**config.mk**
```make
export PLATFORM = sky130hd
export DESIGN_NAME = pipelined_control_unit_flat
export DESIGN_NICKNAME = d
export VERILOG_FILES = /design/src/rtl/pipelined_control_unit_pkg.sv /design/src/rtl/pipelined_control_unit_if.sv /design/src/rtl/pipelined_control_unit_decoder.sv /design/src/rtl/pipelined_control_unit.sv /design/src/flat_wrapper.sv
export SDC_FILE = /design/constraint.sdc
export NUM_CORES = 1
export LEC_CHECK = 0
export ABC_AREA = 0
export CORE_MARGIN = 2
export CORE_UTILIZATION = 25
export DETAILED_ROUTE_END_ITERATION = 7
export PLACE_DENSITY = 0.49
export REMOVE_ABC_BUFFERS = 1
export SLEW_MARGIN = 20
export SYNTH_ARGS = -nofsm -noshare
export SYNTH_HDL_FRONTEND = slang
export SYNTH_SLANG_ARGS = --single-unit
```
**constraint.sdc**
```tcl
create_clock -name clk -period 3.14 [get_ports clk]
set_input_delay 0.785 -clock clk [delete_from_list [all_inputs] [get_ports clk]]
set_output_delay 0.785 -clock clk [all_outputs]
set_load 0.01 [all_outputs]
```
**src/rtl/pipelined_control_unit_pkg.sv**
```systemverilog
// pipelined_control_unit_pkg: shared opcodes, functs, ALU/branch codes, control bundle and instruction class types
package ctrl_pkg;
  localparam int REG_ADDR_W = 5;
  localparam int CODE_W     = 6;
  localparam logic [5:0] OP_RTYPE  = 6'h00;
  localparam logic [5:0] OP_REGIMM = 6'h01;
  localparam logic [5:0] OP_J      = 6'h02;
  localparam logic [5:0] OP_JAL    = 6'h03;
  localparam logic [5:0] OP_BEQ    = 6'h04;
  localparam logic [5:0] OP_BNE    = 6'h05;
  localparam logic [5:0] OP_BLEZ   = 6'h06;
  localparam logic [5:0] OP_BGTZ   = 6'h07;
  localparam logic [5:0] OP_LW     = 6'h23;
  localparam logic [5:0] OP_SW     = 6'h2B;
  localparam logic [5:0] FN_JR     = 6'h08;
  localparam logic [5:0] FN_MFHI   = 6'h10;
  localparam logic [5:0] FN_MFLO   = 6'h12;
  localparam logic [5:0] FN_MULT   = 6'h18;
  localparam logic [5:0] FN_MULTU  = 6'h19;
  localparam logic [CODE_W-1:0] BR_EQ  = 6'h03;
  localparam logic [CODE_W-1:0] BR_NE  = 6'h04;
  localparam logic [CODE_W-1:0] BR_LEZ = 6'h07;
  localparam logic [CODE_W-1:0] BR_GTZ = 6'h0F;
  localparam logic [CODE_W-1:0] BR_GEZ = 6'h11;
  localparam logic [CODE_W-1:0] BR_LTZ = 6'h13;
  localparam logic [CODE_W-1:0] ALU_HALT  = 6'h3F;
  localparam logic [CODE_W-1:0] ALU_RTYPE = 6'h02;
  typedef enum logic [2:0] {CL_R, CL_M, CL_J, CL_B, CL_I} instr_class_t;
  typedef struct packed {
    logic                  reg_write;
    logic                  mem_read;
    logic                  mem_write;
    logic                  mem_to_reg;
    logic                  is_signed;
    logic                  jump;
    logic                  branch;
    logic [1:0]            reg_dst;
    logic [REG_ADDR_W-1:0] dst_reg;
    logic [1:0]            alu_sel;
    logic [CODE_W-1:0]     alu_code;
    logic [CODE_W-1:0]     branch_code;
  } ctrl_bundle_t;
endpackage

```
**src/rtl/pipelined_control_unit_if.sv**
```systemverilog
// pipelined_control_unit_if: ID-side request (instr/flush/hold) and registered control bundle; master=fetch/testbench, slave=control unit
interface pipelined_control_unit_if;
  import ctrl_pkg::*;
  logic                  instr_valid;
  logic [31:0]           instr;
  logic                  flush;
  logic                  ex_hold;
  logic                  stall;
  logic                  ctl_valid;
  logic                  reg_write;
  logic                  mem_read;
  logic                  mem_write;
  logic                  mem_to_reg;
  logic                  is_signed;
  logic                  jump;
  logic                  branch;
  logic [1:0]            reg_dst;
  logic [REG_ADDR_W-1:0] dst_reg;
  logic [1:0]            alu_sel;
  logic [CODE_W-1:0]     alu_code;
  logic [CODE_W-1:0]     branch_code;
  logic                  mult_busy;
  modport master (
    output instr_valid, instr, flush, ex_hold,
    input  stall, ctl_valid, reg_write, mem_read, mem_write, mem_to_reg, is_signed, jump, branch,
           reg_dst, dst_reg, alu_sel, alu_code, branch_code, mult_busy
  );
  modport slave (
    input  instr_valid, instr, flush, ex_hold,
    output stall, ctl_valid, reg_write, mem_read, mem_write, mem_to_reg, is_signed, jump, branch,
           reg_dst, dst_reg, alu_sel, alu_code, branch_code, mult_busy
  );
endinterface

```
**src/rtl/pipelined_control_unit_decoder.sv**
```systemverilog
// ctrl_decoder: combinational instr -> control bundle, rt-usage, class (M = HI/LO-interlocked) and multiply flag; ports i_instr, o_bundle, o_uses_rt, o_cls, o_is_mult
module ctrl_decoder
  import ctrl_pkg::*;
(
  input  logic [31:0]  i_instr,
  output ctrl_bundle_t o_bundle,
  output logic         o_uses_rt,
  output instr_class_t o_cls,
  output logic         o_is_mult
);
  logic [5:0] w_op, w_fn;
  logic [4:0] w_rt, w_rd;
  assign w_op = i_instr[31:26];
  assign w_rt = i_instr[20:16];
  assign w_rd = i_instr[15:11];
  assign w_fn = i_instr[5:0];
  assign o_is_mult = w_op == OP_RTYPE && (w_fn == FN_MULT || w_fn == FN_MULTU);
  always_comb begin
    o_bundle = '0;
    o_uses_rt = 1'b0;
    o_cls = CL_I;
    case (w_op)
      OP_RTYPE: begin
        o_bundle.alu_code = ALU_RTYPE;
        o_bundle.reg_dst = 2'd1;
        o_bundle.dst_reg = w_rd;
        o_bundle.jump = w_fn == FN_JR;
        o_bundle.reg_write = !(o_is_mult || w_fn == FN_JR);
        o_uses_rt = 1'b1;
        o_cls = (o_is_mult || w_fn == FN_MFHI || w_fn == FN_MFLO) ? CL_M : CL_R;
      end
      OP_LW: begin
        o_bundle.alu_sel = 2'd1;
        o_bundle.is_signed = 1'b1;
        o_bundle.reg_write = 1'b1;
        o_bundle.mem_read = 1'b1;
        o_bundle.mem_to_reg = 1'b1;
        o_bundle.dst_reg = w_rt;
        o_bundle.alu_code = w_op;
      end
      OP_SW: begin
        o_bundle.alu_sel = 2'd1;
        o_bundle.is_signed = 1'b1;
        o_bundle.mem_write = 1'b1;
        o_bundle.dst_reg = w_rt;
        o_bundle.alu_code = w_op;
        o_uses_rt = 1'b1;
      end
      OP_BEQ, OP_BNE, OP_BLEZ, OP_BGTZ: begin
        o_bundle.branch = 1'b1;
        o_bundle.alu_code = ALU_HALT;
        o_bundle.branch_code = w_op == OP_BEQ ? BR_EQ : w_op == OP_BNE ? BR_NE : w_op == OP_BLEZ ? BR_LEZ : BR_GTZ;
        o_uses_rt = w_op == OP_BEQ || w_op == OP_BNE;
        o_cls = CL_B;
      end
      OP_REGIMM: begin
        // only BLTZ (rt=0) and BGEZ (rt=1) exist; everything else collapses to a NOP
        o_bundle.branch = w_rt < 5'd2;
        o_bundle.alu_code = w_rt < 5'd2 ? ALU_HALT : '0;
        o_bundle.branch_code = w_rt == 5'd0 ? BR_LTZ : w_rt == 5'd1 ? BR_GEZ : '0;
        o_cls = w_rt < 5'd2 ? CL_B : CL_R;
      end
      OP_J: begin
        o_bundle.jump = 1'b1;
        o_cls = CL_J;
      end
      OP_JAL: begin
        o_bundle.jump = 1'b1;
        o_bundle.reg_write = 1'b1;
        o_bundle.reg_dst = 2'd2;
        o_bundle.dst_reg = 5'd31;
        o_cls = CL_J;
      end
      default: begin
        o_bundle.alu_sel = 2'd1;
        o_bundle.reg_write = 1'b1;
        o_bundle.dst_reg = w_rt;
        o_bundle.alu_code = w_op;
      end
    endcase
  end
endmodule

```
**src/rtl/pipelined_control_unit.sv**
```systemverilog
// pipelined_control_unit: ID-stage decode with load-use/HI-LO stalls, flush, hold and multiplier tracking; ports clk, rst, bus (slave)
module pipelined_control_unit
  import ctrl_pkg::*;
#(
  parameter int MULT_CYCLES = 4
) (
  input logic clk,
  input logic rst,
  pipelined_control_unit_if.slave bus
);
  localparam int CW = $clog2(MULT_CYCLES + 1);
  ctrl_bundle_t w_dec, r_b;
  instr_class_t w_cls;
  logic w_uses_rt, w_is_mult, w_load_use, w_hilo_wait, w_load, r_valid;
  logic [CW-1:0] r_cnt;
  ctrl_decoder u_dec (
    .i_instr   (bus.instr),
    .o_bundle  (w_dec),
    .o_uses_rt (w_uses_rt),
    .o_cls     (w_cls),
    .o_is_mult (w_is_mult)
  );
  assign w_load_use = bus.instr_valid && r_valid && r_b.mem_read && r_b.dst_reg != '0 &&
                      (r_b.dst_reg == bus.instr[25:21] || (r_b.dst_reg == bus.instr[20:16] && w_uses_rt));
  assign w_hilo_wait = bus.instr_valid && r_cnt != '0 && w_cls == CL_M;
  assign w_load = !bus.flush && !bus.ex_hold && !w_load_use && !w_hilo_wait;
  assign bus.stall = (w_load_use || w_hilo_wait || bus.ex_hold) && !bus.flush;
  always_ff @(posedge clk) begin
    if (rst) begin
      r_valid <= 1'b0;
      r_b <= '0;
      r_cnt <= '0;
    end else begin
      // the counter ignores flush/hold so an issued multiply always runs to completion
      r_cnt <= (w_load && bus.instr_valid && w_is_mult) ? CW'(MULT_CYCLES) : r_cnt != '0 ? r_cnt - CW'(1) : '0;
      if (!bus.ex_hold || bus.flush) begin
        r_valid <= w_load && bus.instr_valid;
        r_b <= (w_load && bus.instr_valid) ? w_dec : '0;
      end
    end
  end
  assign bus.ctl_valid   = r_valid;
  assign bus.reg_write   = r_b.reg_write;
  assign bus.mem_read    = r_b.mem_read;
  assign bus.mem_write   = r_b.mem_write;
  assign bus.mem_to_reg  = r_b.mem_to_reg;
  assign bus.is_signed   = r_b.is_signed;
  assign bus.jump        = r_b.jump;
  assign bus.branch      = r_b.branch;
  assign bus.reg_dst     = r_b.reg_dst;
  assign bus.dst_reg     = r_b.dst_reg;
  assign bus.alu_sel     = r_b.alu_sel;
  assign bus.alu_code    = r_b.alu_code;
  assign bus.branch_code = r_b.branch_code;
  assign bus.mult_busy   = r_cnt != '0;
endmodule

```
**src/flat_wrapper.sv**
```systemverilog
// flat-port wrapper written by rule: the top's interface ports become plain ports
module pipelined_control_unit_flat import ctrl_pkg::*;
#(
  parameter int MULT_CYCLES = 4
)
  (clk, rst, bus_instr_valid, bus_instr, bus_flush, bus_ex_hold, bus_stall, bus_ctl_valid, bus_reg_write, bus_mem_read, bus_mem_write, bus_mem_to_reg, bus_is_signed, bus_jump, bus_branch, bus_reg_dst, bus_dst_reg, bus_alu_sel, bus_alu_code, bus_branch_code, bus_mult_busy);
  pipelined_control_unit_if bus_i ();
  input logic clk;
  input logic rst;
  input wire logic [$bits(bus_i.instr_valid)-1:0] bus_instr_valid;
  input wire logic [$bits(bus_i.instr)-1:0] bus_instr;
  input wire logic [$bits(bus_i.flush)-1:0] bus_flush;
  input wire logic [$bits(bus_i.ex_hold)-1:0] bus_ex_hold;
  output wire logic [$bits(bus_i.stall)-1:0] bus_stall;
  output wire logic [$bits(bus_i.ctl_valid)-1:0] bus_ctl_valid;
  output wire logic [$bits(bus_i.reg_write)-1:0] bus_reg_write;
  output wire logic [$bits(bus_i.mem_read)-1:0] bus_mem_read;
  output wire logic [$bits(bus_i.mem_write)-1:0] bus_mem_write;
  output wire logic [$bits(bus_i.mem_to_reg)-1:0] bus_mem_to_reg;
  output wire logic [$bits(bus_i.is_signed)-1:0] bus_is_signed;
  output wire logic [$bits(bus_i.jump)-1:0] bus_jump;
  output wire logic [$bits(bus_i.branch)-1:0] bus_branch;
  output wire logic [$bits(bus_i.reg_dst)-1:0] bus_reg_dst;
  output wire logic [$bits(bus_i.dst_reg)-1:0] bus_dst_reg;
  output wire logic [$bits(bus_i.alu_sel)-1:0] bus_alu_sel;
  output wire logic [$bits(bus_i.alu_code)-1:0] bus_alu_code;
  output wire logic [$bits(bus_i.branch_code)-1:0] bus_branch_code;
  output wire logic [$bits(bus_i.mult_busy)-1:0] bus_mult_busy;
  assign bus_i.instr_valid = bus_instr_valid;
  assign bus_i.instr = bus_instr;
  assign bus_i.flush = bus_flush;
  assign bus_i.ex_hold = bus_ex_hold;
  assign bus_stall = bus_i.stall;
  assign bus_ctl_valid = bus_i.ctl_valid;
  assign bus_reg_write = bus_i.reg_write;
  assign bus_mem_read = bus_i.mem_read;
  assign bus_mem_write = bus_i.mem_write;
  assign bus_mem_to_reg = bus_i.mem_to_reg;
  assign bus_is_signed = bus_i.is_signed;
  assign bus_jump = bus_i.jump;
  assign bus_branch = bus_i.branch;
  assign bus_reg_dst = bus_i.reg_dst;
  assign bus_dst_reg = bus_i.dst_reg;
  assign bus_alu_sel = bus_i.alu_sel;
  assign bus_alu_code = bus_i.alu_code;
  assign bus_branch_code = bus_i.branch_code;
  assign bus_mult_busy = bus_i.mult_busy;
  pipelined_control_unit #(.MULT_CYCLES(MULT_CYCLES)) u_core (.clk(clk), .rst(rst), .bus(bus_i));
endmodule
```
==> results of run 1 <==
[worst max-delay path, delay by kind of cell]
family	cells	cell delay, ns
compound gates	1	0.26
simple gates	4	0.50
buf+inv	2	0.71
[cell type report]
type	instances	area share, %
multi-input cells	124	36.3
repair buffers	88	32.5
flip-flops and latches	29	23.2
well taps	75	3.75
clock buffers	7	3.45
inverters	5	0.751
[worst paths after layout]
| path | startpoint | end | slack (ns) |
|---|---|---|---|
| setup / recovery | bus_instr[26] | bus_stall | 0.09 |
| hold / removal | u_core.r_cnt[0] | u_core.r_cnt[0] | 0.43 |
| setup reg to reg | u_core.bus.dst_reg[1] | u_core.bus.branch | 0.98 |
| hold reg to reg | u_core.r_cnt[0] | u_core.r_cnt[0] | 0.43 |
[power by group through the flow]
stage | sequential [W] | clock (W) | combinational [W]
floorplan | 0.000410 | 0 | 0.000126
global placement | 0.000409 | 0 | 0.000262
detailed placement | 0.000409 | 0 | 0.000263
CTS | 0.000401 | 0.000325 | 0.000264
global route | 0.000404 | 0.000347 | 0.000295
finish | 0.000401 | 0.000317 | 0.000263
[kinds of logic (layout without fill, tap and decap cells)]
| kind of cell | after synthesis | in the layout | share of synthesized area, % |
|---|---|---|---|
| simple gates | 55 | 55 | 21.3 |
| compound gates | 53 | 53 | 25.9 |
| flops | 29 | 29 | 37.5 |
| buf+inv | 20 | 100 | 6.55 |
| xor+xnor | 10 | 10 | 5.66 |
| fa+ha+maj | 2 | 2 | 1.62 |
| mux | 2 | 2 | 1.29 |
| other cells | 1 | 2 | 0.242 |
[layer usage]
layer  global-route usage, %  wire length [microns]  up-vias
met1                    20.0                   2470      729
met5                       0                      0        -
met3                    3.26                    274        5
met4                    4.92                     38        0
li1                        -                      -      795
met2                    22.5                   2090       45
[metrics by stage]
stage	instance area, sq um	total power, W	setup TNS (ns)	worst slack (ns)	utilization (%)
after detailed placement	2380	0.000672	-0.510	-0.510	40.0
after floorplan	1470	0.000535	0	0.543	-
after CTS	2480	0.000991	0	0.00799	41.7
after global routing	2500	0.00105	0	0.0228	42.0
after global placement	2380	0.000671	-0.498	-0.498	40.0
final	2500	0.000981	0	0.0918	42.0
[repair_timing]
action	in CTS	in global routing
pin swaps	3	2
resized for setup	9	5
endpoints found under the hold margin	0	0
buffers inserted	1	0
hold buffers	0	0
endpoints found under the setup margin	1	1
[cells in the final DEF (no fill, tap or decap), types with 2 or more instances in the layout]
master,n
nor3_1,3
nor3b_1,3
dfxtp_1,29
o21ai_0,11
a22o_2,2
nand2b_1,6
xor2_1,3
buf_4,27
nor2_1,11
a22o_1,17
nand3_1,3
clkdlybuf4s50_1,55
or3_1,2
a21o_1,3
nor4_2,2
a32o_1,7
nor2b_1,2
or4_1,2
a21oi_1,7
inv_1,5
mux2i_1,2
nand4_1,2
dlygate4sd2_1,4
nand2_1,7
clkbuf_8,6
ha_1,2
conb_1,2
nor3_2,2
xnor2_1,7
nor4_1,2
==> results.sh, run 1 <==
export IMPL_status="completed"
export IMPL_yosysMostFrequentCell="dfxtp_1"
export IMPL_synth_commonest_cells="dfxtp_1 (29), a22o_1 (17), nor2_1 (12)"
export IMPL_path_max_fanout=4
export IMPL_drc=0
export IMPL_cts_sinks=29
export IMPL_yosys_register_bits=29
export IMPL_via_per_inst=4.80
export IMPL_min_path_cells=1
export IMPL_synthTopCellsByArea="dfxtp_1 (38%), a22o_1 (9.6%), a32o_1 (4.5%)"
export IMPL_vias=1574
export IMPL_first_global_vias=1576
export IMPL_synth_area_sq_um=1550
export IMPL_p_int_w=0.000705
export IMPL_synth_area_per_cell_sq_um=9.00
export IMPL_synth_edff_count=0
export IMPL_worstSetupStartpointType="input pin"
export IMPL_synthCells=172
export IMPL_period_share_pct=97.1
export IMPL_fp_dieArea_sq_um=6840
export IMPL_route_final_wire_length_mm=4.88
export IMPL_synthArstFlopShare_pct=0
export IMPL_grt_setup_unrepaired="false"
export IMPL_cts_tree="done"
export IMPL_critical_path_class="in2out"
export IMPL_numCtsBuffers=5
export IMPL_antenna_left=0
export IMPL_hold_ws_ns=0.430
export IMPL_grt_pass1_wl_mm=7.52
export IMPL_gr_usage_all_layers_pct=14.6
export IMPL_leakage_nw=0.987
export IMPL_p_per_area_nw_per_um2=392
export IMPL_largest_reg_flops=6
export IMPL_clk_pin_slew_worst_paths_ns=0.07
export IMPL_worstPathCellList="clkdlybuf4s50_1, nand2b_1, a22oi_2, nor4b_4, nor4_1, nor2_1, buf_2"
export IMPL_report_final_hold_viol_count=0
export IMPL_final_nets=292
export IMPL_setup_viol=0
export IMPL_cts_buffer_depth=2
export IMPL_synth_top_cell_area_share_pct=37.5
export IMPL_yosysSeqAreaShare_pct=37.5
export IMPL_worst_ep_required_time_ns=2.35
export IMPL_multi_input_area_sq_um=907
export IMPL_crit_slowest_cell="clkdlybuf4s50_1"
export IMPL_die_y_microns=82.7
export IMPL_finalMaxSlewViolations=0
export IMPL_final_layout_size_suffix_gt1_share_pct=18.6
export IMPL_finalCriticalPeriod_ns=3.05
export IMPL_die_x_microns=82.7
export IMPL_p_sw_w=0.000276
export IMPL_dpl_cell_count=320
export IMPL_clockPowerShare_pct=32.3
export IMPL_pin_count=68
export IMPL_arrival_ns=2.26
export IMPL_clkLatencyLatePin_ns=0.28
export IMPL_cap_violations=0
export IMPL_synth_warnings=0
export IMPL_fin_cells=328
export IMPL_avgRoutedWirePerCell_microns=14.9
export IMPL_grt_max_degree=27
export IMPL_num_fill_cells=623
export IMPL_htree_levels=2
export IMPL_comb_power_share_pct=26.8
export IMPL_drt_iter0_drc=78
export IMPL_firstDrtPassIters=4
export IMPL_final_seq_area_sq_um=581
export IMPL_holdCritPathClass="reg2reg"
export IMPL_synth_top_flop_cell="dfxtp_1"
export IMPL_seqPwrFrac_pct=40.9
export IMPL_finClkSkew_ns=0.00491
export IMPL_max_freq_ghz=0.328
export IMPL_diodes=0
export IMPL_numPortBuffers=60
export IMPL_max_vdd_ir_drop_v=0.000208
export IMPL_cts_root_buf="clkbuf_8"
export IMPL_endpoint_kind="output port"
export IMPL_gp_congestion=0.808
export IMPL_rows=28
export IMPL_antenna_found_initial=0
export IMPL_ys_types=40
export IMPL_core_area_sq_um=5960
export IMPL_p_sw_share_pct=28.1
export IMPL_synth_top_area_cell="dfxtp_1"
export IMPL_area_growth_pct=61.5
export IMPL_dp_hpwl_mm=3.43
export IMPL_initial_core_util_pct=26.0
export IMPL_worst_path_largest_cell_delay_ns=0.57
export IMPL_reg2regPathDepth=7
export IMPL_overflow=0
No activity file was read; power rests on OpenSTA's default activity.
==> inputs of run 2 (changes only) <==
CAP_MARGIN = 0   (was not set)
CORE_MARGIN = not set   (was 2)
PLACE_DENSITY = not set   (was 0.49)
==> run 2 against run 1 <==
  * Non-clock buffer count is 1 higher
  * Clock skew up 0.0016 ns
  * Sequential share of layout area is 0.34 points lower
  * Clock-buffer cell count shrank 2
  * Wire length decreased by 3.5%
  * Final area up 1.5%
  * Hold slack worse by 0.010 ns
  * Sequential cell count stayed put
  * First-iteration DRC count grew 12%
  * Power up 15%
  * Fmax up 2.0%
  * Sequential power is essentially flat
  * Critical path type unchanged
  * Highest routed layer unchanged
==> results.sh, run 2 (same netlist as run 1, synthesis figures left out) <==
export IMPL_status="completed"
export IMPL_grt_max_degree=27
export IMPL_via_per_inst=4.78
export IMPL_cts_root_buf="clkbuf_8"
export IMPL_die_y_microns=80.7
export IMPL_worst_ep_required_time_ns=2.35
export IMPL_route_final_wire_length_mm=4.71
export IMPL_rows=28
export IMPL_min_path_cells=1
export IMPL_clkLatencyLatePin_ns=0.28
export IMPL_dpl_cell_count=322
export IMPL_area_growth_pct=63.9
export IMPL_period_share_pct=95.1
export IMPL_report_final_hold_viol_count=0
export IMPL_numPortBuffers=60
export IMPL_path_max_fanout=2
export IMPL_gr_usage_all_layers_pct=15.1
export IMPL_wl_met1_mm=2.17
export IMPL_worst_path_largest_cell_delay_ns=0.48
export IMPL_finClkSkew_ns=0.00646
export IMPL_first_global_vias=1544
export IMPL_worstPathCellList="clkdlybuf4s50_1, and3_1, o21ai_2, nor4_2, buf_4, nor4_1, nor2_1, buf_2"
export IMPL_arrival_ns=2.20
export IMPL_top_layer="met4"
export IMPL_final_layout_size_suffix_gt1_share_pct=18.8
export IMPL_grt_setup_unrepaired="false"
export IMPL_setup_viol=0
export IMPL_reg2regPathDepth=8
export IMPL_final_core_util_pct=42.6
export IMPL_worstSetupStartpointType="input pin"
export IMPL_finalCriticalPeriod_ns=2.99
export IMPL_drc=0
export IMPL_numCtsBuffers=5
export IMPL_cts_buffer_depth=2
export IMPL_cts_tree="done"
export IMPL_final_nets=293
export IMPL_path_delay_family="buffers and inverters"
export IMPL_max_vdd_ir_drop_v=0.000179
export IMPL_crit_slowest_cell="clkdlybuf4s50_1"
export IMPL_leakage_nw=1.01
export IMPL_clk_pin_slew_worst_paths_ns=0.07
export IMPL_cts_setup_buffers=0
export IMPL_drt_iter0_drc=87
export IMPL_place_area_sq_um=2400
export IMPL_holdBufCountCts=0
export IMPL_holdCritPathClass="reg2reg"
export IMPL_dp_hpwl_mm=3.46
export IMPL_max_freq_ghz=0.335
export IMPL_wl_met2_mm=2.18
export IMPL_diodes=0
export IMPL_avgRoutedWirePerCell_microns=14.3
export IMPL_endpoint_kind="output port"
export IMPL_critPathBufInv=3
export IMPL_cap_violations=0
export IMPL_htree_levels=2
export IMPL_grt_pass1_wl_mm=7.38
export IMPL_cts_sinks=29
export IMPL_design_area_sq_um=2540
export IMPL_critical_path_class="in2out"
export IMPL_initial_core_util_pct=26.0
export IMPL_die_x_microns=80.7
export IMPL_overflow=0
export IMPL_firstDrtPassIters=4
export IMPL_hold_ws_ns=0.420
export IMPL_gp_congestion=0.800
export IMPL_fp_dieArea_sq_um=6510
export IMPL_mostFrequentLayoutCell="clkdlybuf4s50_1"
export IMPL_largest_reg_flops=6
export IMPL_layout_common_cells="clkdlybuf4s50_1 (54), dfxtp_1 (29), buf_4 (28)"
export IMPL_fin_cells=330
export IMPL_pin_count=68
export IMPL_vias=1579
export IMPL_finalPower_w=0.00113
export IMPL_crit_cells=8
export IMPL_wl_met3_microns=339
export IMPL_antenna_found_initial=0
export IMPL_p_per_area_nw_per_um2=445
export IMPL_finalMaxSlewViolations=0
export IMPL_core_area_sq_um=5960
export IMPL_antenna_left=0
run 2: changes by cell type in the layout (fill, tap and decap cells not counted), sizes merged:
cell / previous run / this run
clkinv: 0 / 1
buf: 29 / 30
dlygate4sd2: 4 / 5
bufinv: 0 / 2
clkdlybuf4s50: 55 / 54
clkbuf: 7 / 5
run 2: stage by stage:
stage | TNS, ns | setup WS, ns
2_1_floorplan | 0 | 0.543
3_3_place_gp | -0.400 | -0.400
3_5_place_dp | -0.404 | -0.404
4_1_cts | 0 | 0.0131
5_1_grt | 0 | 0.0256
6_report | 0 | 0.152
run 2: layout make-up:
cell class              instances  area [sq um]
flip-flops and latches         29           581
clock inverters                 3          65.1
inverters                       5          18.8
fillers                       612          3420
clock buffers                   5          68.8
multi-input cells             124           891
repair buffers                 89           820
well taps                      75          93.8
run 2: final timing paths:
check,from,endpoint,slack (ns)
hold reg to reg,u_core.r_cnt[0],u_core.r_cnt[0],0.42
setup / recovery,bus_instr_valid,bus_stall,0.15
hold / removal,u_core.r_cnt[0],u_core.r_cnt[0],0.42
setup reg to reg,u_core.bus.dst_reg[1],u_core.bus.reg_dst[0],0.95
run 2: power breakdown:
| part | switching [W] | internal [W] | total [W] |
|---|---|---|---|
| Clock | 0.000151 | 0.000315 | 0.000466 |
| Combinational | 0.000122 | 0.000140 | 0.000262 |
| Sequential | 0.0000110 | 0.000390 | 0.000401 |
| Total | 0.000284 | 0.000845 | 0.00113 |
run 2: what timing repair did:
action,in CTS,in global routing
endpoints found under the setup margin,1,1
pin swaps,2,2
gates resized for setup,10,2
run 2: layer usage:
metal	global-route usage (%)	up-vias
met3	4.89	2
met5	0	-
li1	-	793
met2	23.1	47
met1	19.8	737
met4	5.00	0
==> inputs of run 3 (changes only) <==
CORE_ASPECT_RATIO = 1.4   (was not set)
==> run 3 against run 2 <==
  * Core utilization fell by 0.48 points
  * Critical path type unchanged
  * Largest cell class unchanged
  * Clock-buffer cell count rose by 2
  * Hold slack improved by 0.0038 ns
  * Power is 11% lower
  * Combinational power barely moved
  * Final cell count fell by 2.1%
  * Worst setup slack got worse by 0.043 ns
  * First-iteration DRC count shrank 46%
==> results.sh, run 3 (same netlist as run 1, synthesis figures left out) <==
export IMPL_final_seq_area_sq_um=581
export IMPL_diodes=0
export IMPL_die_x_microns=68.5
export IMPL_clk_pin_slew_worst_paths_ns=0.06
export IMPL_firstDrtPassIters=4
export IMPL_initial_core_util_pct=26.2
export IMPL_critPathBufInv=2
export IMPL_htree_levels=2
export IMPL_status="completed"
export IMPL_hp_start="u_core.r_cnt[0]"
export IMPL_overflow=0
export IMPL_cap_violations=0
export IMPL_antenna_left=0
export IMPL_antenna_found_initial=0
export IMPL_via_per_inst=4.92
export IMPL_final_core_util_pct=42.1
export IMPL_vias=1589
export IMPL_final_layout_size_suffix_gt1_share_pct=18.6
export IMPL_core_area_sq_um=5900
export IMPL_die_y_microns=95.1
export IMPL_cts_setup_buffers=0
export IMPL_rows=33
export IMPL_finalCriticalPeriod_ns=3.03
export IMPL_finalMaxSlewViolations=0
export IMPL_leakage_nw=0.979
export IMPL_pin_count=68
export IMPL_path_delay_family="simple AND/OR/NAND/NOR gates"
export IMPL_path_max_fanout=2
export IMPL_cts_buffer_depth=2
export IMPL_arrival_ns=2.25
export IMPL_avgRoutedWirePerCell_microns=14.4
export IMPL_area_growth_pct=60.7
export IMPL_final_nets=291
export IMPL_setup_viol=0
export IMPL_finalPower_w=0.00101
export IMPL_num_fill_cells=611
export IMPL_finClkSkew_ns=0.00821
export IMPL_clkLatencyLatePin_ns=0.28
export IMPL_holdBufCountCts=0
export IMPL_crit_slowest_cell="clkdlybuf4s50_1"
export IMPL_drt_iter0_drc=47
export IMPL_route_final_wire_length_mm=4.67
export IMPL_numPortBuffers=60
export IMPL_layout_common_cells="clkdlybuf4s50_1 (55), dfxtp_1 (29), buf_4 (26)"
export IMPL_holdCritPathClass="reg2reg"
export IMPL_worst_slack_ns=0.110
export IMPL_critical_path_class="in2out"
export IMPL_cts_sinks=29
export IMPL_crit_path_start="bus_instr[16]"
export IMPL_reg2reg_from="u_core.bus.dst_reg[1]"
export IMPL_endpoint_kind="output port"
export IMPL_report_final_hold_viol_count=0
export IMPL_worst_ep_required_time_ns=2.35
export IMPL_fp_dieArea_sq_um=6510
export IMPL_worst_path_largest_cell_delay_ns=0.51
export IMPL_gr_usage_all_layers_pct=15.6
export IMPL_max_freq_ghz=0.330
export IMPL_grt_setup_unrepaired="false"
export IMPL_mostFrequentLayoutCell="clkdlybuf4s50_1"
export IMPL_period_share_pct=96.5
export IMPL_hold_ws_ns=0.424
export IMPL_first_global_vias=1548
export IMPL_cts_root_buf="clkbuf_8"
export IMPL_grt_pass1_wl_mm=7.39
export IMPL_drc=0
export IMPL_p_per_area_nw_per_um2=405
export IMPL_multi_input_area_sq_um=893
export IMPL_worstPathCellList="clkdlybuf4s50_1, xnor2_1, nand4_1, nor4b_2, nor4_1, nor2_1, clkbuf_2"
export IMPL_dp_hpwl_mm=3.47
export IMPL_worstSetupStartpointType="input pin"
export IMPL_max_vdd_ir_drop_v=0.000190
export IMPL_cts_tree="done"
export IMPL_grt_max_degree=28
export IMPL_pre_cts_ws_ns=-0.418
export IMPL_largest_reg_flops=6
export IMPL_numCtsBuffers=5
export IMPL_gp_congestion=0.767
-- run 3: what timing repair did --
item | in CTS | in global routing
resized for setup | 8 | 3
endpoints found under the setup margin | 1 | 1
cloned | 0 | 0
pin swaps | 3 | 0
hold endpoints to repair | 0 | 0
-- run 3: layer usage --
layer | share of wire, % | track usage, % | routed length, microns
met1 | 42 | 17.7 | 1960
met5 | 0 | 0 | 0
met4 | 2.2 | 7.47 | 102
met3 | 6.3 | 4.07 | 293
met2 | 50 | 26.4 | 2310
-- run 3: where the power goes --
part | switching, W | total, W | internal, W
logic | 0.000120 | 0.000261 | 0.000141
registers | 0.0000109 | 0.000401 | 0.000390
clock network | 0.000148 | 0.000346 | 0.000198
-- run 3: cell type report --
| type | instances | area share, % |
|---|---|---|
| flip-flops and latches | 29 | 23.3 |
| inverters | 5 | 0.755 |
| clock inverters | 1 | 0.201 |
| clock buffers | 7 | 3.87 |
| multi-input cells | 124 | 35.9 |
| well taps | 70 | 3.52 |
| repair buffers | 87 | 32.4 |
-- run 3: final timing paths --
check / endpoint / slack [ns] / cells after the start
max: bus_stall / 0.11 / 7
min: u_core.r_cnt[0] / 0.42 / 1
max reg2reg: u_core.bus.branch / 0.97 / 8
min reg2reg: u_core.r_cnt[0] / 0.42 / 1
-- run 3: metrics by stage --
step | std cells | setup TNS, ns | area [sq um]
6_report | 323 | 0 | 2490
5_1_grt | 323 | 0 | 2490
4_1_cts | 323 | 0 | 2480
3_5_place_dp | 315 | -0.418 | 2380
3_3_place_gp | 315 | -0.404 | 2380
2_1_floorplan | 158 | 0 | 1470
-- run 3: worst register-to-register path: stages, from the launching register on --
cell and delay (ns):
dfxtp_1 0.36, or4_1 0.55, o21ai_2 0.21, nor4_2 0.07
buf_4 0.14, buf_4 0.13, nor4_4 0.26, buf_12 0.21
a32o_1 0.19
